### src/rtl/leb128_pkg.sv
// Shared constants for the LEB128 immediate decoder: FSM encoding, trap codes, length limits.
// Build option LEB128_STRICT_EN (see leb128_final_check) enables the unused-bit range trap.
package leb128_pkg;

  localparam int MAX_BYTES_32 = 5;
  localparam int MAX_BYTES_64 = 10;

  typedef logic [1:0] state_t;
  localparam logic [1:0] ST_IDLE   = 2'd0;
  localparam logic [1:0] ST_DECODE = 2'd1;
  localparam logic [1:0] ST_DONE   = 2'd2;
  localparam logic [1:0] ST_ERROR  = 2'd3;

  localparam logic [3:0] TRAP_NONE     = 4'd0;
  localparam logic [3:0] TRAP_OVERLONG = 4'd1;
  localparam logic [3:0] TRAP_RANGE    = 4'd2;

endpackage

### src/rtl/leb128_final_check.sv
// Combinational checks on the terminating byte: sign-extension mask and unused-bit range error.
// With LEB128_STRICT_EN undefined the range error is tied low and excess bits are simply dropped.
module leb128_final_check
  import leb128_pkg::*;
#(
  parameter int DATA_WIDTH = 64
) (
  input  logic [6:0]            payload,
  input  logic [6:0]            shift,
  input  logic                  is_64,
  input  logic                  is_signed,
  output logic [DATA_WIDTH-1:0] ext_mask,
  output logic                  range_err
);

  logic [6:0]            shift_next;
  logic [DATA_WIDTH-1:0] mode_mask;

  assign shift_next = shift + 7'd7;
  assign mode_mask  = is_64 ? {DATA_WIDTH{1'b1}}
                            : {{(DATA_WIDTH-32){1'b0}}, 32'hFFFF_FFFF};

  // Shifts of 64 or more yield zero, so nothing is extended past the top.
  assign ext_mask = (is_signed && payload[6]) ? (({DATA_WIDTH{1'b1}} << shift_next) & mode_mask)
                                              : '0;

`ifdef LEB128_STRICT_EN
  logic [7:0] width;
  logic       sign_bit;

  // Payload bit i lands at result bit shift+i; anything at or above the mode width is unused.
  always_comb begin
    width     = is_64 ? 8'(DATA_WIDTH) : 8'd32;
    sign_bit  = 1'b0;
    range_err = 1'b0;
    for (int i = 0; i < 7; i++) begin
      if (({1'b0, shift} + 8'(i)) == (width - 8'd1)) sign_bit = payload[i];
    end
    for (int i = 0; i < 7; i++) begin
      if ((({1'b0, shift} + 8'(i)) >= width) && (payload[i] != (is_signed & sign_bit)))
        range_err = 1'b1;
    end
  end
`else
  assign range_err = 1'b0;
`endif

endmodule

### src/rtl/leb128_decoder.sv
// Streaming LEB128 immediate decoder (signed/unsigned, 32/64-bit runtime mode) with overlong trap.
// Build option LEB128_STRICT_EN adds the trap=2 unused-bit range check on max-length encodings.
module leb128_decoder
  import leb128_pkg::*;
#(
  parameter int DATA_WIDTH = 64
) (
  input  logic                  clk,
  input  logic                  reset,
  input  logic                  start,
  input  logic                  is_signed,
  input  logic                  is_64,
  input  logic [7:0]            byte_in,
  input  logic                  byte_valid,
  output logic                  byte_ready,
  output logic [DATA_WIDTH-1:0] result,
  output logic                  result_valid,
  input  logic                  result_ready,
  output logic                  busy,
  output logic [3:0]            trap,
  output logic [1:0]            state_dbg
);

  // Handshake: a byte moves when byte_valid && byte_ready in the same cycle; a result moves when
  // result_valid && result_ready. Neither valid may depend on its ready; both hold until taken.

  state_t                state;
  logic [DATA_WIDTH-1:0] acc;
  logic [6:0]            shift;
  logic [3:0]            count;
  logic                  mode_64;
  logic                  mode_signed;
  logic [DATA_WIDTH-1:0] result_q;
  logic [3:0]            trap_q;

  logic                  accept;
  logic [DATA_WIDTH-1:0] acc_next;
  logic [3:0]            count_next;
  logic [3:0]            max_bytes;
  logic                  at_max;
  logic [DATA_WIDTH-1:0] ext_mask;
  logic                  range_err;
  logic [DATA_WIDTH-1:0] final_value;

  assign byte_ready   = (state == ST_DECODE);
  assign result_valid = (state == ST_DONE);
  assign busy         = (state != ST_IDLE);
  assign result       = result_q;
  assign trap         = trap_q;
  assign state_dbg    = state;

  assign accept     = byte_valid && byte_ready;
  assign acc_next   = acc | (DATA_WIDTH'(byte_in[6:0]) << shift);
  assign count_next = count + 4'd1;
  assign max_bytes  = mode_64 ? 4'(MAX_BYTES_64) : 4'(MAX_BYTES_32);
  assign at_max     = (count_next == max_bytes);

  leb128_final_check #(
    .DATA_WIDTH (DATA_WIDTH)
  ) u_final_check (
    .payload   (byte_in[6:0]),
    .shift     (shift),
    .is_64     (mode_64),
    .is_signed (mode_signed),
    .ext_mask  (ext_mask),
    .range_err (range_err)
  );

  // 32-bit mode keeps the upper word clear even when the last byte spills past bit 31.
  always_comb begin
    final_value = acc_next | ext_mask;
    if (!mode_64) final_value[DATA_WIDTH-1:32] = '0;
  end

  always_ff @(posedge clk or posedge reset) begin
    if (reset) begin
      state       <= ST_IDLE;
      acc         <= '0;
      shift       <= '0;
      count       <= '0;
      mode_64     <= 1'b0;
      mode_signed <= 1'b0;
      result_q    <= '0;
      trap_q      <= TRAP_NONE;
    end else begin
      case (state)
        ST_IDLE, ST_ERROR: begin
          if (start) begin
            mode_64     <= is_64;
            mode_signed <= is_signed;
            acc         <= '0;
            shift       <= '0;
            count       <= '0;
            trap_q      <= TRAP_NONE;
            state       <= ST_DECODE;
          end
        end
        ST_DECODE: begin
          if (accept) begin
            acc   <= acc_next;
            shift <= shift + 7'd7;
            count <= count_next;
            if (!byte_in[7]) begin
              if (at_max && range_err) begin
                trap_q <= TRAP_RANGE;
                state  <= ST_ERROR;
              end else begin
                result_q <= final_value;
                state    <= ST_DONE;
              end
            end else if (at_max) begin
              trap_q <= TRAP_OVERLONG;
              state  <= ST_ERROR;
            end
          end
        end
        ST_DONE: begin
          if (result_ready) state <= ST_IDLE;
        end
        default: state <= ST_IDLE;
      endcase
    end
  end

endmodule

### config.mk
export PLATFORM = sky130hd
export DESIGN_NAME = leb128_decoder
export DESIGN_NICKNAME = d
export VERILOG_FILES = /design/src/rtl/leb128_pkg.sv /design/src/rtl/leb128_final_check.sv /design/src/rtl/leb128_decoder.sv
export SDC_FILE = /design/constraint.sdc
export NUM_CORES = 1
export LEC_CHECK = 0
export ABC_AREA = 1
export CAP_MARGIN = 20
export CELL_PAD_IN_SITES_DETAIL_PLACEMENT = 0
export CELL_PAD_IN_SITES_GLOBAL_PLACEMENT = 1
export CORE_ASPECT_RATIO = 1.75
export CORE_MARGIN = 5
export CORE_UTILIZATION = 38
export CTS_CLUSTER_DIAMETER = 50
export CTS_CLUSTER_SIZE = 40
export DETAILED_ROUTE_END_ITERATION = 8
export PLACE_DENSITY_LB_ADDON = 0.1
export SETUP_SLACK_MARGIN = 0.2
export SLEW_MARGIN = 20
export SYNTH_ARGS = -nofsm -noshare
export SYNTH_HDL_FRONTEND = slang
export SYNTH_SLANG_ARGS = --single-unit
### constraint.sdc
create_clock -name clk -period 4.6 [get_ports clk]
set_input_delay 0.69 -clock clk [delete_from_list [all_inputs] [get_ports clk]]
set_output_delay 0.69 -clock clk [all_outputs]
set_load 0.02 [all_outputs]
==> impl_metrics.py <==
metrics = {
    "synthesis": {
        "ys_seq_area_share_pct": 44.42,
        "synth_xor_area_share_pct": 0.2159,
        "ys_seq_elements": 144,
        "synth.distinct_cells": 37,
        "syn_area_per_cell_sq_um": 7.268,
        "async_flop_share_pct": 100.0,
        "netlist_instances": 1116,
        "synth-adder-area-share_pct": 1.697,
        "synth_compound_area_share_pct": 11.54,
        "yosys.area_share.simple_pct": 31.98,
        "synth-main-ff-cell": "dfrtp_1",
        "ys_warn_count": 0,
        "synthesis.area_sq_mm": 0.008112,
        "synth_top_family_by_area": "simple AND/OR/NAND/NOR gates",
        "synth_edf_count": 0,
        "synth.area.mux_share_pct": 0,
    },
    "setup_path": {
        "critPathKind": "reg -> reg",
        "slowest_stage": "nor2_2",
        "start_kind": "flip-flop",
        "cp-end-kind": "flip-flop",
        "cpPeakStageDelay_ps": 820,
        "critical_path.top_delay_family": "simple AND/OR/NAND/NOR gates",
        "cp_cell_sequence": "inv_2 > nor2_2 > nand3_1 > nand3_4 > nor2_2 > buf_4 > o21ai_0 > nand3_1 > nand2_1 > nand2_1",
        "cp_data_required_time_ps": 4930,
        "path_buf_inv": 2,
        "crit_arrival_ps": 3330,
        "worstPathMaxFanout": 31,
        "ff2ff_setup_slack_ps": 1600,
    },
    "timing": {
        "max_freq_mhz": 333.0,
        "tightest_slew_ps": 1066,
        "timing.final.crit_period_ps": 3003,
        "finalCritPeriodShare_pct": 65.27,
        "setup_viol_count_final": 0,
        "drv_slew": 0,
        "fin_worst_skew_ps": 6.012,
        "hold_viol": 0,
        "fin_tns_setup_ps": 0,
        "slew_headroom_pct": 28.87,
        "rsz0062_at_grt": "no",
    },
    "finish": {
        "final_cell_mix": "nand2_1, dfrtp_1, a21oi_1, nand3_1, inv_1",
        "area_delta_synth_final_pct": 18.25,
        "n_fill_cell": 2201,
        "finalInstanceArea_sq_mm": 0.009592,
        "insertedDiodeCount": 0,
        "drive_gt1_share_pct": 7.173,
        "final_common_cell": "nand2_1",
        "final_nets": 1198,
        "final_util_pct": 45.82,
    },
    "cts": {
        "cts_max_level": 4,
        "insertion_delay_ps": 440,
        "cts-hold-fix-buffers": 0,
        "numCtsBuffers": 17,
        "cts_resized": 0,
        "cts.path.max_buffers": 2,
        "post_cts_buffers": 0,
        "cts-root-buf": "clkbuf_16",
        "cts_tree": "yes",
        "clkTransAtPathRegs_ps": 60,
        "numClockSinks": 144,
    },
    "global_route": {
        "grt-ovfl-total": 0,
        "antenna_found_initial": 0,
        "grt_pass1_vias": 7602,
        "grt_pass1_wl_um": 44280,
        "grt_usage_pct": 23.70,
        "grt_max_degree": 66,
    },
    "routing": {
        "vias": 7654,
        "antenna_left": 0,
        "drt_iter0_drc": 679,
        "drc": 0,
        "vias_per_cell": 5.326,
        "routed_wirelength_um": 28220,
        "wl_per_cell_um": 19.64,
        "first_pass_iters": 5,
    },
    "placed_design": {
        "placed_area_sq_mm": 0.009050,
        "dpl.hpwl_um": 19730,
        "port_buffers": 84,
        "gp_congestion": 0.9086,
    },
    "floorplan": {
        "start_util_pct": 38.75,
        "die_area_sq_mm": 0.02448,
        "placementRows": 70,
        "die_x_um": 120.4,
        "core_area_sq_mm": 0.02093,
        "pin_count": 88,
        "die_h_um": 203.3,
    },
    "power_and_ir_drop": {
        "peakVddDrop_mv": 0.5874,
        "cellLeakagePower_uw": 0.004575,
        "power_uw": 6549,
        "power_density_mw_per_mm2": 682.8,
    },
    "min_path": {
        "hold_path_class": "reg -> reg",
    },
    "run": {
        "max_cap_viol_count": 0,
    },
    "status": {
        "outcome": "finished, final reports clean",
    },
}
==> final cells by class <==
cell class | count | area [sq um] | area share [%]
multi-input combinational | 794 | 3719 | 38.77
sequential | 144 | 3603 | 37.57
timing repair buffer | 101 | 980.9 | 10.23
clock buffer | 21 | 450.4 | 4.696
inverter | 114 | 431.7 | 4.500
tap | 252 | 315.3 | 3.287
clock inverter | 11 | 91.34 | 0.9523
==> synth_stat cells (2+ instances only) <==
| cell type | instances | area, sq um |
|---|---|---|
| nor2_4 | 3 | 33.78 |
| nor2_2 | 5 | 31.28 |
| ha_1 | 11 | 137.6 |
| clkbuf_1 | 11 | 41.29 |
| o21ai_0 | 27 | 135.1 |
| buf_1 | 3 | 11.26 |
| buf_4 | 14 | 105.1 |
| nand2_1 | 342 | 1284 |
| inv_2 | 7 | 26.28 |
| buf_2 | 31 | 155.2 |
| inv_1 | 106 | 397.9 |
| a21oi_2 | 2 | 17.52 |
| a21oi_1 | 129 | 645.6 |
| nand4_1 | 29 | 181.4 |
| a31oi_1 | 3 | 18.77 |
| buf_6 | 7 | 78.83 |
| nand2_4 | 3 | 33.78 |
| nand3_1 | 120 | 600.6 |
| o22ai_1 | 5 | 31.28 |
| dfrtp_1 | 144 | 3603 |
| nor2_1 | 81 | 304.0 |
| o21ai_1 | 7 | 35.03 |
| nand2_2 | 11 | 68.82 |
| o21bai_1 | 2 | 15.01 |
==> sequential cells by signal, summed over array words and instances, names as in the netlist <==
signal / cells
shift: 7
trap: 1
count: 4
result: 64
acc: 64
mode_signed: 1
state_dbg: 2
mode_64: 1
==> path summary, 6_finish.rpt <==
kind	start	to	cells after the start
max in group asynchronous	reset	result[57]	3
max reg2reg	shift[5]	result[39]	10
min reg2reg	result[63]	result[63]	2
max	shift[5]	result[39]	10
min in group asynchronous	reset	acc[17]	2
min	result[63]	result[63]	2
==> worst min-delay path, delay by kind of cell, from the launching register on <==
kind	cells	cell delay [ps]
DFF	1	340
and+or+nand+nor	2	100
==> where the power goes <==
group | switching [uW] | internal [uW]
clock | 558 | 751
combinational | 2360 | 1080
sequential | 244 | 1560
==> metal layers <==
layer  vias to the layer above  wire [um]  track usage [%]
li1                       3700          -                -
met1                      3648      11530            28.77
met2                       253      14260            40.67
met3                        53       1185            3.968
met4                         0       1242            11.14
met5                         -          0                0
==> cell families (layout without fill, tap and decap cells) <==
logic type               after synthesis  count (layout)
XOR/XNOR                               2               2
AO/OA/AOI/OAI                        179             179
other                                  1               3
AND/OR/NAND/NOR                      599             599
buffers and inverters                180             247
adder cells (fa/ha/maj)               11              11
flip-flops                           144             144
==> through the flow <==
stage	hold slack (ps)	setup WS [ps]	std cells
3_3_place_gp	457.6	1564	1405
6_report	473.1	1597	1437
5_1_grt	496.3	1405	1437
3_5_place_dp	464.2	1545	1405
2_1_floorplan	440.1	2105	1118
4_1_cts	479.6	1651	1437
No activity file was read; power rests on OpenSTA's default activity.
